--- config.mk ---
export PLATFORM = sky130hd
export DESIGN_NAME = rx_eth_hdr_parser
export DESIGN_NICKNAME = d
export VERILOG_FILES = /design/src/rtl/eth_pkg.sv /design/src/rtl/rx_fcs_strip.sv /design/src/rtl/rx_eth_hdr_parser.sv
export SDC_FILE = /design/constraint.sdc
export NUM_CORES = 1
export LEC_CHECK = 0
export BUFFER_PORTS_ARGS = -buffer_cell sky130_fd_sc_hd__buf_2
export CAP_MARGIN = 20
export CORE_ASPECT_RATIO = 0.5
export CORE_UTILIZATION = 50
export CTS_BUF_LIST = sky130_fd_sc_hd__clkbuf_4 sky130_fd_sc_hd__clkbuf_8 sky130_fd_sc_hd__clkbuf_16
export CTS_CLUSTER_DIAMETER = 120
export CTS_CLUSTER_SIZE = 10
export DETAILED_ROUTE_END_ITERATION = 6
export GPL_ROUTABILITY_DRIVEN = 0
export PLACE_DENSITY = 0.72
export SYNTH_ARGS = -nofsm -noshare
export SYNTH_HDL_FRONTEND = slang
export SYNTH_SLANG_ARGS = --single-unit
export TNS_END_PERCENT = 50
--- constraint.sdc ---
create_clock -name clk -period 2.97 [get_ports clk]
set_input_delay 0.297 -clock clk [delete_from_list [all_inputs] [get_ports clk]]
set_output_delay 0.297 -clock clk [all_outputs]
set_load 0.02 [all_outputs]
--- src/rtl/eth_pkg.sv ---
// Shared Ethernet receive-path definitions: header/FCS lengths, broadcast
// address and the parser FSM state encoding.
package eth_pkg;

  localparam int          ETH_HDR_LEN   = 14;
  localparam int          ETH_FCS_LEN   = 4;
  localparam logic [47:0] ETH_BCAST_MAC = 48'hFFFF_FFFF_FFFF;

  typedef enum logic [1:0] {
    ST_HDR     = 2'd0,
    ST_PAYLOAD = 2'd1,
    ST_DROP    = 2'd2
  } eth_state_e;

endpackage

--- src/rtl/rx_fcs_strip.sv ---
// Trailing-FCS remover: holds the most recent ETH_FCS_LEN bytes so the
// frame tail never reaches the output, and drives a registered AXIS stage.
module rx_fcs_strip
  import eth_pkg::*;
(
  input  logic       clk,
  input  logic       reset_n,
  input  logic [7:0] s_data,
  input  logic       s_valid,
  input  logic       s_last,
  input  logic       s_user,
  output logic       buf_full,
  output logic [7:0] m_axis_tdata,
  output logic       m_axis_tvalid,
  output logic       m_axis_tlast,
  output logic       m_axis_tuser,
  input  logic       m_axis_tready
);

  localparam logic [2:0] FILL_MAX = 3'(ETH_FCS_LEN);

  // dly[0] is the newest byte, dly[ETH_FCS_LEN-1] the oldest
  logic [7:0] dly [ETH_FCS_LEN];
  logic [2:0] fill;

  assign buf_full = (fill == FILL_MAX);

  // Delay line shift and fill tracking; a last beat always empties the line
  always_ff @(posedge clk) begin
    if (!reset_n) begin
      fill <= '0;
      for (int i = 0; i < ETH_FCS_LEN; i++) dly[i] <= '0;
    end else if (s_valid) begin
      dly[0] <= s_data;
      for (int i = 1; i < ETH_FCS_LEN; i++) dly[i] <= dly[i-1];
      if (s_last)
        fill <= '0;
      else if (!buf_full)
        fill <= fill + 3'd1;
    end
  end

  // Output register: loaded with the displaced oldest byte once the line is full.
  // The caller only presents s_valid with a full line when this slot is free.
  always_ff @(posedge clk) begin
    if (!reset_n) begin
      m_axis_tdata  <= '0;
      m_axis_tvalid <= 1'b0;
      m_axis_tlast  <= 1'b0;
      m_axis_tuser  <= 1'b0;
    end else begin
      if (m_axis_tvalid && m_axis_tready)
        m_axis_tvalid <= 1'b0;
      if (s_valid && buf_full) begin
        m_axis_tdata  <= dly[ETH_FCS_LEN-1];
        m_axis_tvalid <= 1'b1;
        m_axis_tlast  <= s_last;
        m_axis_tuser  <= s_last && s_user;
      end
    end
  end

endmodule

--- src/rtl/rx_eth_hdr_parser.sv ---
// Ethernet receive header parser: captures DA/SA/EtherType, filters on the
// destination address, strips header and FCS, and keeps frame statistics.
module rx_eth_hdr_parser
  import eth_pkg::*;
#(
  parameter logic [47:0] LOCAL_MAC = 48'h000A35000001,
  parameter bit          PROMISC   = 1'b0
) (
  input  logic        clk,
  input  logic        reset_n,
  input  logic [7:0]  s_axis_tdata,
  input  logic        s_axis_tvalid,
  input  logic        s_axis_tlast,
  input  logic        s_axis_tuser,
  output logic        s_axis_tready,
  output logic [7:0]  m_axis_tdata,
  output logic        m_axis_tvalid,
  output logic        m_axis_tlast,
  output logic        m_axis_tuser,
  input  logic        m_axis_tready,
  output logic [47:0] m_hdr_dst_mac,
  output logic [47:0] m_hdr_src_mac,
  output logic [15:0] m_hdr_ethertype,
  output logic        m_hdr_valid,
  output logic [15:0] stat_drop_cnt,
  output logic [15:0] stat_err_cnt,
  output logic [15:0] stat_runt_cnt
);

  localparam logic [3:0] HDR_LAST = 4'(ETH_HDR_LEN - 1);

  eth_state_e  state, state_nxt;
  logic [3:0]  hdr_cnt;
  logic        run;
  logic [47:0] dst_sh, src_sh;
  logic [7:0]  type_hi;
  logic        s_fire;
  logic        hdr_last_byte;
  logic        hdr_pass;
  logic        buf_full;

  function automatic logic [15:0] sat_inc(input logic [15:0] v);
    return (v == 16'hFFFF) ? v : v + 16'd1;
  endfunction

  assign s_fire        = s_axis_tvalid && s_axis_tready;
  assign hdr_last_byte = (hdr_cnt == HDR_LAST);
  assign hdr_pass      = PROMISC || (dst_sh == LOCAL_MAC) || (dst_sh == ETH_BCAST_MAC);

  // State register; run holds the input port closed for the cycle after reset
  always_ff @(posedge clk) begin
    if (!reset_n) begin
      state <= ST_HDR;
      run   <= 1'b0;
    end else begin
      state <= state_nxt;
      run   <= 1'b1;
    end
  end

  // Next-state: header completion decides PAYLOAD/DROP, any last beat returns to HDR
  always_comb begin
    state_nxt = state;
    case (state)
      ST_HDR: begin
        if (s_fire && !s_axis_tlast && hdr_last_byte)
          state_nxt = hdr_pass ? ST_PAYLOAD : ST_DROP;
      end
      ST_PAYLOAD, ST_DROP: begin
        if (s_fire && s_axis_tlast)
          state_nxt = ST_HDR;
      end
      default: state_nxt = ST_HDR;
    endcase
  end

  // Input backpressure: only the payload path can stall, when the delay line
  // is full and the output register is still holding an unaccepted beat
  always_comb begin
    s_axis_tready = 1'b0;
    if (run) begin
      case (state)
        ST_PAYLOAD: s_axis_tready = !buf_full || !m_axis_tvalid || m_axis_tready;
        default:    s_axis_tready = 1'b1;
      endcase
    end
  end

  // Header byte counter and shadow capture of DA, SA and EtherType high byte
  always_ff @(posedge clk) begin
    if (!reset_n) begin
      hdr_cnt <= '0;
      dst_sh  <= '0;
      src_sh  <= '0;
      type_hi <= '0;
    end else if (state == ST_HDR && s_fire) begin
      if (s_axis_tlast || hdr_last_byte)
        hdr_cnt <= '0;
      else
        hdr_cnt <= hdr_cnt + 4'd1;
      if (hdr_cnt < 4'd6)
        dst_sh <= {dst_sh[39:0], s_axis_tdata};
      else if (hdr_cnt < 4'd12)
        src_sh <= {src_sh[39:0], s_axis_tdata};
      else if (hdr_cnt == 4'd12)
        type_hi <= s_axis_tdata;
    end
  end

  // Published header fields: updated only when a complete header passes the filter
  always_ff @(posedge clk) begin
    if (!reset_n) begin
      m_hdr_dst_mac   <= '0;
      m_hdr_src_mac   <= '0;
      m_hdr_ethertype <= '0;
      m_hdr_valid     <= 1'b0;
    end else begin
      m_hdr_valid <= 1'b0;
      if (state == ST_HDR && s_fire && !s_axis_tlast && hdr_last_byte && hdr_pass) begin
        m_hdr_dst_mac   <= dst_sh;
        m_hdr_src_mac   <= src_sh;
        m_hdr_ethertype <= {type_hi, s_axis_tdata};
        m_hdr_valid     <= 1'b1;
      end
    end
  end

  // Frame statistics, each saturating
  always_ff @(posedge clk) begin
    if (!reset_n) begin
      stat_drop_cnt <= '0;
      stat_err_cnt  <= '0;
      stat_runt_cnt <= '0;
    end else if (s_fire) begin
      case (state)
        ST_HDR: begin
          if (s_axis_tlast)
            stat_runt_cnt <= sat_inc(stat_runt_cnt);
          else if (hdr_last_byte && !hdr_pass)
            stat_drop_cnt <= sat_inc(stat_drop_cnt);
        end
        ST_PAYLOAD: begin
          if (s_axis_tlast && !buf_full)
            stat_runt_cnt <= sat_inc(stat_runt_cnt);
          if (s_axis_tlast && s_axis_tuser)
            stat_err_cnt <= sat_inc(stat_err_cnt);
        end
        default: ;
      endcase
    end
  end

  rx_fcs_strip u_fcs_strip (
    .clk           (clk),
    .reset_n       (reset_n),
    .s_data        (s_axis_tdata),
    .s_valid       (s_fire && (state == ST_PAYLOAD)),
    .s_last        (s_axis_tlast),
    .s_user        (s_axis_tuser),
    .buf_full      (buf_full),
    .m_axis_tdata  (m_axis_tdata),
    .m_axis_tvalid (m_axis_tvalid),
    .m_axis_tlast  (m_axis_tlast),
    .m_axis_tuser  (m_axis_tuser),
    .m_axis_tready (m_axis_tready)
  );

endmodule

==> flow_summary.ini <==
[worst_setup_path]
cp_max_fo = 48
cp_data_required_time_ps = 3330
crit_family = simple AND/OR/NAND/NOR gates
path_buf_inv = 2
critical_path_arrival_ps = 2900
crit_chain = inv_1 > ha_1 > nand3_1 > o21ai_1 > or2_2 > or3b_2 > buf_4 > nand2_1 > a21oi_1
critPathMaxStageDelay_ps = 480
startpoint_type = flop
end_kind = flop
path_class = flop to flop
crit_slowest_cell = or3b_2

[logic_synthesis]
synth_cells = 1354
synth_nets = 1377
async_reset_ff_share_pct = 0
synthDistinctLibCells = 58
synthFlopType = dfxtp_1
synth_edf_count = 32
yosys_warnings = 0
yosysSeqAreaShare_pct = 55.1
avgSynthCellArea_um2 = 8.96
synth_area_mm2 = 0.0121
ys_ff_latch = 318

[drt]
wl_um = 27600
ant_nets = 0
drt_iter0_drc = 935
viasPerCell = 5.49
vias = 9962
firstDrtPassIters = 7
drcViolationCount = 2
wl_per_cell_um = 15.2

[clocking]
cts_made_buffers = 37
cts_resized = 0
root_buffer = clkbuf_16
cts_tree = built
cts.clk_slew.worst_paths_ps = 60
cts_setup_buffers = 0
clk_path_buf_depth = 3
ctsHoldBuffers = 0
h-tree-depth = 2
cts.sinks = 318
insertion_delay_ps = 510

[min_path]
holdCritPathClass = input port to flop

[global_route]
grt_usage_pct = 21.9
grt_start_max_net_pins = 137
met1_usage_pct = 30.0
overflow = 0
use_met2_pct = 35.0
antenna_found_initial = 2
grt.met3_usage_pct = 4.35
busiest_layer = met2
grt_pass1_wl_um = 45300
grt_pass1_vias = 9081

[timing]
finalCritPeriodShare_pct = 85.5
finalSetupViolations = 0
skew_ps = 15.2
slew_viol_final = 0
period_needed_ps = 2540
fmax_ghz = 0.394
slew_headroom_pct = 43.1
worst_pin_slew_ps = 849
hold_viol = 0
rsz0062_at_grt = no
fin_ws_ps = 429
tns_ps = 0

[cells_and_area]
mostFrequentLayoutCell = nand2_1
area_growth_pct = 16.7
nets = 1521
instances_no_fill = 1813
layout_common_cells = 303 x nand2_1, 286 x dfxtp_1, 185 x buf_2
fin_util_pct = 60.8
final_layout_size_suffix_gt1_share_pct = 17.5

[floorplanning]
row_count = 39
initial_core_util_pct = 52.1
dieHeight_um = 112
dieArea_mm2 = 0.0249
die_x_um = 222
core_mm2 = 0.0233
io_pins = 187

[pwr]
swShare_pct = 20.6
power.internal_mw = 6.75
p_leak_nw = 5.47
combPwrFrac_pct = 2.2
power_switching_mw = 1.75
p_seq_share_pct = 51.5
p_per_area_mw_per_mm2 = 601
power_frac_clock_pct = 46.3
ir_worst_vdd_mv = 0.363

[run_status]
failed_checks = DRC
outcome = finished with violations

[place]
place_ws_ps = 482
port_buffers = 186
dp_hpwl_um = 17300
dpl.cell_count = 1766

[run]
max_cap_viol_count = 0
==> worst register-to-register path, cell delays in order, from the launching register on <==
cell and delay [ps]:
dfxtp_1 390, inv_1 70, ha_1 240, nand3_1 190, o21ai_1 100, or2_2 420, or3b_2 480, buf_4 290
nand2_1 140, a21oi_1 70
==> flip-flops by register name (all words and copies together), names as in the netlist, 16 cells and up <==
| register | count |
|---|---|
| dst_sh | 48 |
| m_hdr_dst_mac | 48 |
| m_hdr_ethertype | 16 |
| m_hdr_src_mac | 48 |
| src_sh | 48 |
| stat_drop_cnt | 16 |
| stat_err_cnt | 16 |
| stat_runt_cnt | 16 |
| u_fcs_strip.dly | 32 |
==> Yosys cell counts, drive strengths merged (2+ instances only) <==
cell | instances | area share [%]
mux2i | 17 | 1.4
and4 | 2 | 0.14
o21a | 3 | 0.19
and2 | 38 | 2.0
inv | 12 | 0.37
nor2 | 67 | 2.1
dfxtp | 286 | 47
xnor2 | 10 | 0.72
and3 | 9 | 0.46
o211ai | 6 | 0.37
or3 | 5 | 0.26
or4b | 2 | 0.17
o31ai | 4 | 0.25
ha | 9 | 0.93
nand4 | 28 | 1.4
a31oi | 2 | 0.10
a21oi | 120 | 5.0
buf | 36 | 2.2
or4 | 2 | 0.15
a22o | 2 | 0.14
nand3 | 96 | 4.0
nand2 | 304 | 9.4
o21bai | 2 | 0.12
o2111ai | 2 | 0.14
a31o | 41 | 3.0
nand2b | 13 | 0.67
nor4 | 15 | 0.90
nor3 | 18 | 0.78
xor2 | 18 | 1.3
edfxtp | 32 | 7.9
nor2b | 3 | 0.15
o21ai | 75 | 3.1
clkbuf | 62 | 2.0
==> path summary, 6_finish.rpt <==
check	startpoint	to	slack [ps]	cells past startpoint
hold reg to reg	src_sh[46]	m_hdr_src_mac[46]	440	2
hold / removal	s_axis_tdata[1]	dst_sh[1]	90	3
setup reg to reg	u_fcs_strip.fill[0]	dst_sh[4]	430	9
setup / recovery	u_fcs_strip.fill[0]	dst_sh[4]	430	9
==> per-stage QoR <==
stage | cell area [µm²] | total power, mW | hold WS, ps
after floorplan | 12100 | 4.60 | 325
after global placement | 13100 | 4.65 | 434
after detailed placement | 13100 | 4.66 | 438
after CTS | 14100 | 8.60 | 72.3
after global routing | 14100 | 8.82 | 77.8
final | 14100 | 8.50 | 94.6
==> power groups by stage <==
stage / sequential (mW) / combinational (mW) / clock [mW]
floorplan: 4.47 / 0.127 / 0
global placement: 4.47 / 0.182 / 0
detailed placement: 4.47 / 0.184 / 0
CTS: 4.38 / 0.185 / 4.03
global route: 4.38 / 0.204 / 4.23
finish: 4.38 / 0.187 / 3.93
==> kinds of logic (layout without fill, tap and decap cells) <==
logic type / after synthesis / after routing / synth area share (%)
AO/OA/AOI/OAI: 263 / 263 / 12.8
XOR/XNOR: 28 / 28 / 2.02
adder cells (fa/ha/maj): 9 / 9 / 0.929
buffers and inverters: 111 / 261 / 4.63
flip-flops: 318 / 318 / 55.1
multiplexers: 17 / 17 / 1.40
other: 0 / 2 / 0
AND/OR/NAND/NOR: 608 / 608 / 23.0
==> metal layers <==
| metal | up-vias | share of wire, % |
|---|---|---|
| met3 | 51 | 4.7 |
| met4 | 0 | 1.9 |
| met2 | 254 | 46 |
| li1 | 4923 | - |
| met5 | - | 0 |
| met1 | 4734 | 47 |
==> layout make-up <==
class / count / area, µm²
Fill cell: 2028 / 9130
Sequential cell: 318 / 6690
Multi-Input combinational cell: 925 / 4900
Timing Repair Buffer: 203 / 1100
Clock buffer: 44 / 1000
Tap cell: 307 / 384
Inverter: 13 / 51.3
Clock inverter: 1 / 16.3
Antenna cell: 2 / 5.00
Power figures use the tool's default switching activity.
